===== config.mk =====
export PLATFORM = sky130hd
export DESIGN_NAME = energy_accumulator
export DESIGN_NICKNAME = d
export VERILOG_FILES = /design/src/rtl/energy_accumulator_pkg.sv /design/src/rtl/energy_sat_adder.sv /design/src/rtl/energy_accumulator.sv
export SDC_FILE = /design/constraint.sdc
export NUM_CORES = 1
export LEC_CHECK = 0
export ABC_AREA = 1
export CELL_PAD_IN_SITES_DETAIL_PLACEMENT = 0
export CELL_PAD_IN_SITES_GLOBAL_PLACEMENT = 1
export CORE_MARGIN = 2
export CORE_UTILIZATION = 25
export DETAILED_ROUTE_END_ITERATION = 6
export GPL_TIMING_DRIVEN = 1
export MAX_ROUTING_LAYER = met4
export PLACE_DENSITY_LB_ADDON = 0.08
export SYNTH_ARGS = -nofsm -noshare
export SYNTH_HDL_FRONTEND = slang
export SYNTH_SLANG_ARGS = --single-unit

===== constraint.sdc =====
create_clock -name clk_i -period 2.05 [get_ports clk_i]
set_clock_uncertainty 0.1 [all_clocks]
set_input_delay 0.3075 -clock clk_i [delete_from_list [all_inputs] [get_ports clk_i]]
set_output_delay 0.3075 -clock clk_i [all_outputs]
set_load 0.05 [all_outputs]

===== src/rtl/energy_accumulator_pkg.sv =====
// Shared types and width helpers for the energy monitor datapath.
package energy_monitor_pkg;

  typedef enum logic [1:0] {IDLE, ACC, DONE} acc_state_e;

  // A sum of dataspin signed local_bit values needs clog2(dataspin) extra bits.
  function automatic int energy_total_bit(input int dataspin, input int local_bit);
    return local_bit + $clog2(dataspin);
  endfunction

endpackage


===== src/rtl/energy_sat_adder.sv =====
// Combinational signed adder producing a W-bit result from a W-bit and a BW-bit operand.
// ENERGY_ACC_SATURATE_EN clamps the result to the W-bit signed range; otherwise it wraps.
module energy_sat_adder #(
  parameter int W  = 18,
  parameter int BW = 16
) (
  input  logic signed [W-1:0]  a_i,
  input  logic signed [BW-1:0] b_i,
  output logic signed [W-1:0]  sum_o
);

`ifdef ENERGY_ACC_SATURATE_EN
  localparam int IW = ((W > BW) ? W : BW) + 1;
  localparam logic signed [IW-1:0] MAX_V = {{(IW-W+1){1'b0}}, {(W-1){1'b1}}};
  localparam logic signed [IW-1:0] MIN_V = {{(IW-W+1){1'b1}}, {(W-1){1'b0}}};

  logic signed [IW-1:0] sum_full;

  // The full-width sum is exact, so comparing it against the W-bit limits is safe.
  assign sum_full = {{(IW-W){a_i[W-1]}}, a_i} + {{(IW-BW){b_i[BW-1]}}, b_i};

  always_comb begin
    sum_o = sum_full[W-1:0];
    if (sum_full > MAX_V) begin
      sum_o = MAX_V[W-1:0];
    end else if (sum_full < MIN_V) begin
      sum_o = MIN_V[W-1:0];
    end
  end
`else
  assign sum_o = a_i + W'(b_i);
`endif

endmodule


===== src/rtl/energy_accumulator.sv =====
// Accumulates DATASPIN signed partial energies into a total Ising energy over valid/ready handshakes.
// Optional macro ENERGY_ACC_SATURATE_EN selects clamping instead of wrapping on narrow totals.
module energy_accumulator
  import energy_monitor_pkg::*;
#(
  parameter int DATASPIN         = 256,
  parameter int LOCAL_ENERGY_BIT = 16,
  parameter int ENERGY_TOTAL_BIT = energy_total_bit(DATASPIN, LOCAL_ENERGY_BIT),
  parameter int CNT_BIT          = $clog2(DATASPIN + 1)
) (
  input  logic                        clk_i,
  input  logic                        rst_i,
  input  logic                        start_i,
  output logic                        busy_o,
  input  logic                        energy_valid_i,
  output logic                        energy_ready_o,
  input  logic [LOCAL_ENERGY_BIT-1:0] energy_i,
  output logic                        total_valid_o,
  input  logic                        total_ready_i,
  output logic [ENERGY_TOTAL_BIT-1:0] total_o,
  output logic [CNT_BIT-1:0]          count_o
);

  acc_state_e                         state_q, state_d;
  logic signed [ENERGY_TOTAL_BIT-1:0] acc_q, acc_d;
  logic signed [ENERGY_TOTAL_BIT-1:0] total_q, total_d;
  logic        [CNT_BIT-1:0]          count_q, count_d;
  logic signed [ENERGY_TOTAL_BIT-1:0] sum;

  energy_sat_adder #(
    .W  (ENERGY_TOTAL_BIT),
    .BW (LOCAL_ENERGY_BIT)
  ) u_adder (
    .a_i   (acc_q),
    .b_i   ($signed(energy_i)),
    .sum_o (sum)
  );

  always_comb begin
    state_d = state_q;
    acc_d   = acc_q;
    count_d = count_q;
    total_d = total_q;
    case (state_q)
      IDLE: begin
        if (start_i) begin
          state_d = ACC;
          acc_d   = '0;
          count_d = '0;
        end
      end
      ACC: begin
        if (energy_valid_i) begin
          acc_d   = sum;
          count_d = count_q + CNT_BIT'(1);
          if (count_q == CNT_BIT'(DATASPIN - 1)) begin
            state_d = DONE;
            total_d = sum;
          end
        end
      end
      DONE: begin
        // A start arriving with the handshake chains straight into the next run.
        if (total_ready_i) begin
          if (start_i) begin
            state_d = ACC;
            acc_d   = '0;
            count_d = '0;
          end else begin
            state_d = IDLE;
          end
        end
      end
      default: state_d = IDLE;
    endcase
  end

  always_ff @(posedge clk_i) begin
    if (rst_i) begin
      state_q <= IDLE;
      acc_q   <= '0;
      count_q <= '0;
      total_q <= '0;
    end else begin
      state_q <= state_d;
      acc_q   <= acc_d;
      count_q <= count_d;
      total_q <= total_d;
    end
  end

  assign busy_o         = (state_q != IDLE);
  assign energy_ready_o = (state_q == ACC);
  assign total_valid_o  = (state_q == DONE);
  assign total_o        = total_q;
  assign count_o        = count_q;

endmodule


==> summary by stage <==
Status
The flow ran to the end, and the final reports show no timing, DRC or antenna violations.

Min path
The classification of the worst-slack hold path is in -> reg. The startpoint of the lowest-slack hold path is energy_i[0]. The worst hold path passes through 4 cells. The path with the worst hold slack has its endpoint at total_o[0].

Setup path
At the worst endpoint, the arrival time is 1.60 ns. The worst reg-to-reg setup slack is 0.14 ns. STA classifies the critical path endpoint as an output pin.

The reg-to-reg startpoint is acc_q[9]. The largest fanout on the critical path is 3. The worst endpoint required time is 1.64 ns.

In this run the critical register-to-register path is captured at total_o[10]. The critical path start-end classification is reg -> out. STA classifies the critical path startpoint as a flip-flop. The number of cells on the worst reg-to-reg path is 12.

Drt
The total DRC errors in the routed layout is 0. Dividing the detail-routed via count by the number of cells gives 4.32. The via total after detailed routing is 4,363. The routed wirelength normalized by instance count is 14.3 µm. The number of search-and-repair iterations in the first detailed-routing pass is 4. The detail route stage leaves a number of antenna-violating nets equal to 0. Wire segments on met2 add up to 6470 µm in the final route.

The highest layer touched by signal routing is met4. The detailed-routed wire length on met3 is 627 µm. The detailed router put a total of 7150 µm of wire on met1. In this run, the number of DRC markers left after iteration 0 of detailed routing was 159. The detailed-route wire length is 14,400 µm.

CTS
The TritonCTS clock tree is done. The cell sitting at the root of the clock tree is a sky130_fd_sc_hd__clkbuf_16. The number of levels in the clock H-tree is 3.

The maximum root-to-sink buffer count is 2. The clock slew seen by the registers of the worst setup and hold paths is 0.06 ns. The count of clock tree sinks is 59. The number of buffers inserted by hold repair at cts is 0. TritonCTS created 9 clock buffers. The clock reaches the later pin of the worst-skew pair after 0.33 ns.

STA
The final worst hold slack is 0.341 ns. The setup violation total in the final timing report is 0. For this run, the top clock speed supported by timing is 0.498 GHz. The clock period minus worst slack is 2.01 ns. The sum of negative setup slack is 0 ns. The relative slew slack is 64.7%. The final hold violation count is 0.

For the pin with the worst max-slew slack, the measured transition is 0.528 ns. The share of the clock period used by the worst path is 97.9%. Once routing completed, OpenROAD measured the worst setup slack at 0.0422 ns. The max-slew violation count is 0.

Pwr
The total leakage power is 0.00323 µW. In this run the power density over the cells is 539 mW/mm². Across the VDD grid, the largest voltage drop is 325 µV.

Finish
The fraction of layout cells with a size suffix above 1 is 28.1%. Leaving out fill and tap cells, the most frequent cells in the layout are sky130_fd_sc_hd__nand2_1, sky130_fd_sc_hd__inv_1, sky130_fd_sc_hd__buf_4. Leaving out fill and tap cells, the most frequent cell in the layout is sky130_fd_sc_hd__nand2_1. After the last flow step, the layout net total stands at 836.

With fillers left out, the area of the finished cells amounts to 0.00649 mm². Fill cells in the final layout number 1,671. From synthesis to final layout, the design area changed by 60.3%. The repair_antennas step left the layout with diodes totalling 0. The number of standard cells in the layout, taps in and fillers out is 1,009.

Synthesis
The fraction of registers with async set or reset after synthesis is 0%. The synthesis warning total is 0. Counting flops with a built-in enable in the synthesized netlist gives 0. After synthesis, the largest family of logic cells by area is simple AND/OR/NAND/NOR gates. The cell area that synthesis handed to floorplanning was 0.00405 mm². Counting every instance in the synthesized netlist gives 653. Yosys attributes the largest share of cell area to sky130_fd_sc_hd__dfxtp_1, sky130_fd_sc_hd__nand2_1, sky130_fd_sc_hd__inv_1. The cell type with the largest total area after synthesis is sky130_fd_sc_hd__dfxtp_1. Summing the areas of all compound-gate instances in the mapped netlist gives 12.3% of the synthesized area. Summing the areas of all and, or, nand and nor instances in the mapped netlist gives 34.6% of the synthesized area. The post-synthesis register bit count is 59.

The adder-cell area share of the yosys netlist is 8.22%. The most common flop cell mapped by yosys is sky130_fd_sc_hd__dfxtp_1. The post-synthesis xor/xnor area fraction is 2.38%. Counting every net in the synthesized netlist gives 700.

Each instance of the synthesized netlist takes up on average 6.20 µm². Measured against the total synthesized area, the mux share comes to 0%. In this run the biggest area consumer among cell types represents 29.2% of the synthesized area.

In this run, distinct cell masters in the synthesized netlist total 36. The share of the yosys chip area belonging to registers is 29.2%.

Floorplanning
The floorplan step set the die width to 131 µm. The die is 131 µm tall. The die covers 0.0172 mm². The total I/O pin count is 57. The starting density of the core is 25.6%. The row count is 46. In this run the standard cell core region covers 0.0158 mm².

Global routing
The number of antenna violations at the first check in global routing is 0. The first global-routing pass estimated 21,900 µm of wire. The via count of the first global-routing pass came to 4,216. The all-layer global routing usage is 16.7%. The maximum number of pins on one net before global-route repair is 32. The global-route congestion overflow total is 0.

Placement
In this run the tool buffered the top-level ports with 56 buffer cells. Summed over all nets, the half-perimeter wirelength after detailed placement is 10,400 µm. OpenSTA, run right after detailed placement, puts the worst setup slack at -0.498 ns. Including well taps, the total number of placed cells is 985.

The congestion estimate from routability-driven global placement came to 0.836. The area of placed instances is 0.00540 mm².

Run
Max-cap violations in this run came to 0.
-- synthesized netlist by cell type (4+ instances only) --
library cell               instances
sky130_fd_sc_hd__nor2_1           37
sky130_fd_sc_hd__xor2_1            9
sky130_fd_sc_hd__nand3_1          34
sky130_fd_sc_hd__a21oi_1          50
sky130_fd_sc_hd__nor3_1            7
sky130_fd_sc_hd__dfxtp_1          59
sky130_fd_sc_hd__inv_1           114
sky130_fd_sc_hd__o21a_1           10
sky130_fd_sc_hd__ha_1             25
sky130_fd_sc_hd__o21ai_0          14
sky130_fd_sc_hd__nand3b_1          4
sky130_fd_sc_hd__nand4_1           7
sky130_fd_sc_hd__o21bai_1          7
sky130_fd_sc_hd__nand2_1         239
sky130_fd_sc_hd__clkbuf_1          5
-- how the worst max path moves through the flow --
stage | from | slack [ns] | to
floorplan | count_o[0] | 0.04 | total_o[10]
global placement | energy_i[8] | -0.55 | acc_q[9]
detailed placement | energy_i[0] | -0.50 | total_o[20]
CTS | energy_i[4] | 0.0007 | total_o[15]
global route | energy_i[2] | -0.01 | total_o[17]
finish | count_o[1] | 0.04 | count_o[1]
-- power by group --
group	switching, µW	total, µW	internal, µW	leakage (µW)
Combinational	434	781	347	0.00261
Clock	563	1530	964	0.000142
Sequential	22.5	1190	1170	0.000482
-- cell type report --
cell class / count / area, µm² / area share, %
Tap cell: 216 / 270 / 4.17
Sequential cell: 59 / 1200 / 18.5
Multi-Input combinational cell: 463 / 2940 / 45.3
Clock inverter: 3 / 40.0 / 0.617
Timing Repair Buffer: 138 / 1330 / 20.5
Inverter: 118 / 465 / 7.17
Clock buffer: 12 / 246 / 3.80
-- cells by family after synthesis --
group	count (synthesis)
and+or+nand+nor	338
buffers and inverters	131
AOI/OAI and AO/OA	88
DFF	59
adders and majority gates	26
xor gates and xnor gates	11
-- per-stage QoR --
stage	util [%]	power [µW]
final	41.0	3500
after global routing	41.0	3680
after CTS	37.4	3470
after detailed placement	34.1	1860
after global placement	34.1	1870
after floorplan	-	1560
-- what timing repair did --
action,CTS,global route
buffers inserted,0,5
gates resized for setup,44,99
gates cloned,0,4
endpoints found under the setup margin,27,43
pin swaps,4,33
-- sequential cells by signal, summed over array words and instances, names as in the netlist --
| signal | flops |
|---|---|
| total_o | 24 |
| state_q | 2 |
| acc_q | 24 |
| count_o | 9 |
-- routing by layer --
layer | track usage [%] | vias up
met1 | 22.3 | 1987
met5 | - | -
met3 | 3.51 | 10
met2 | 25.9 | 68
met4 | 4.17 | 0
li1 | - | 2298
-- worst max-delay path, cell delays in order (launching register included) --
cell and delay [ns]:
sky130_fd_sc_hd__dfxtp_4 0.36, sky130_fd_sc_hd__buf_4 0.11, sky130_fd_sc_hd__clkdlybuf4s50_1 0.79
Note: power is estimated with default switching activity, not from simulation.
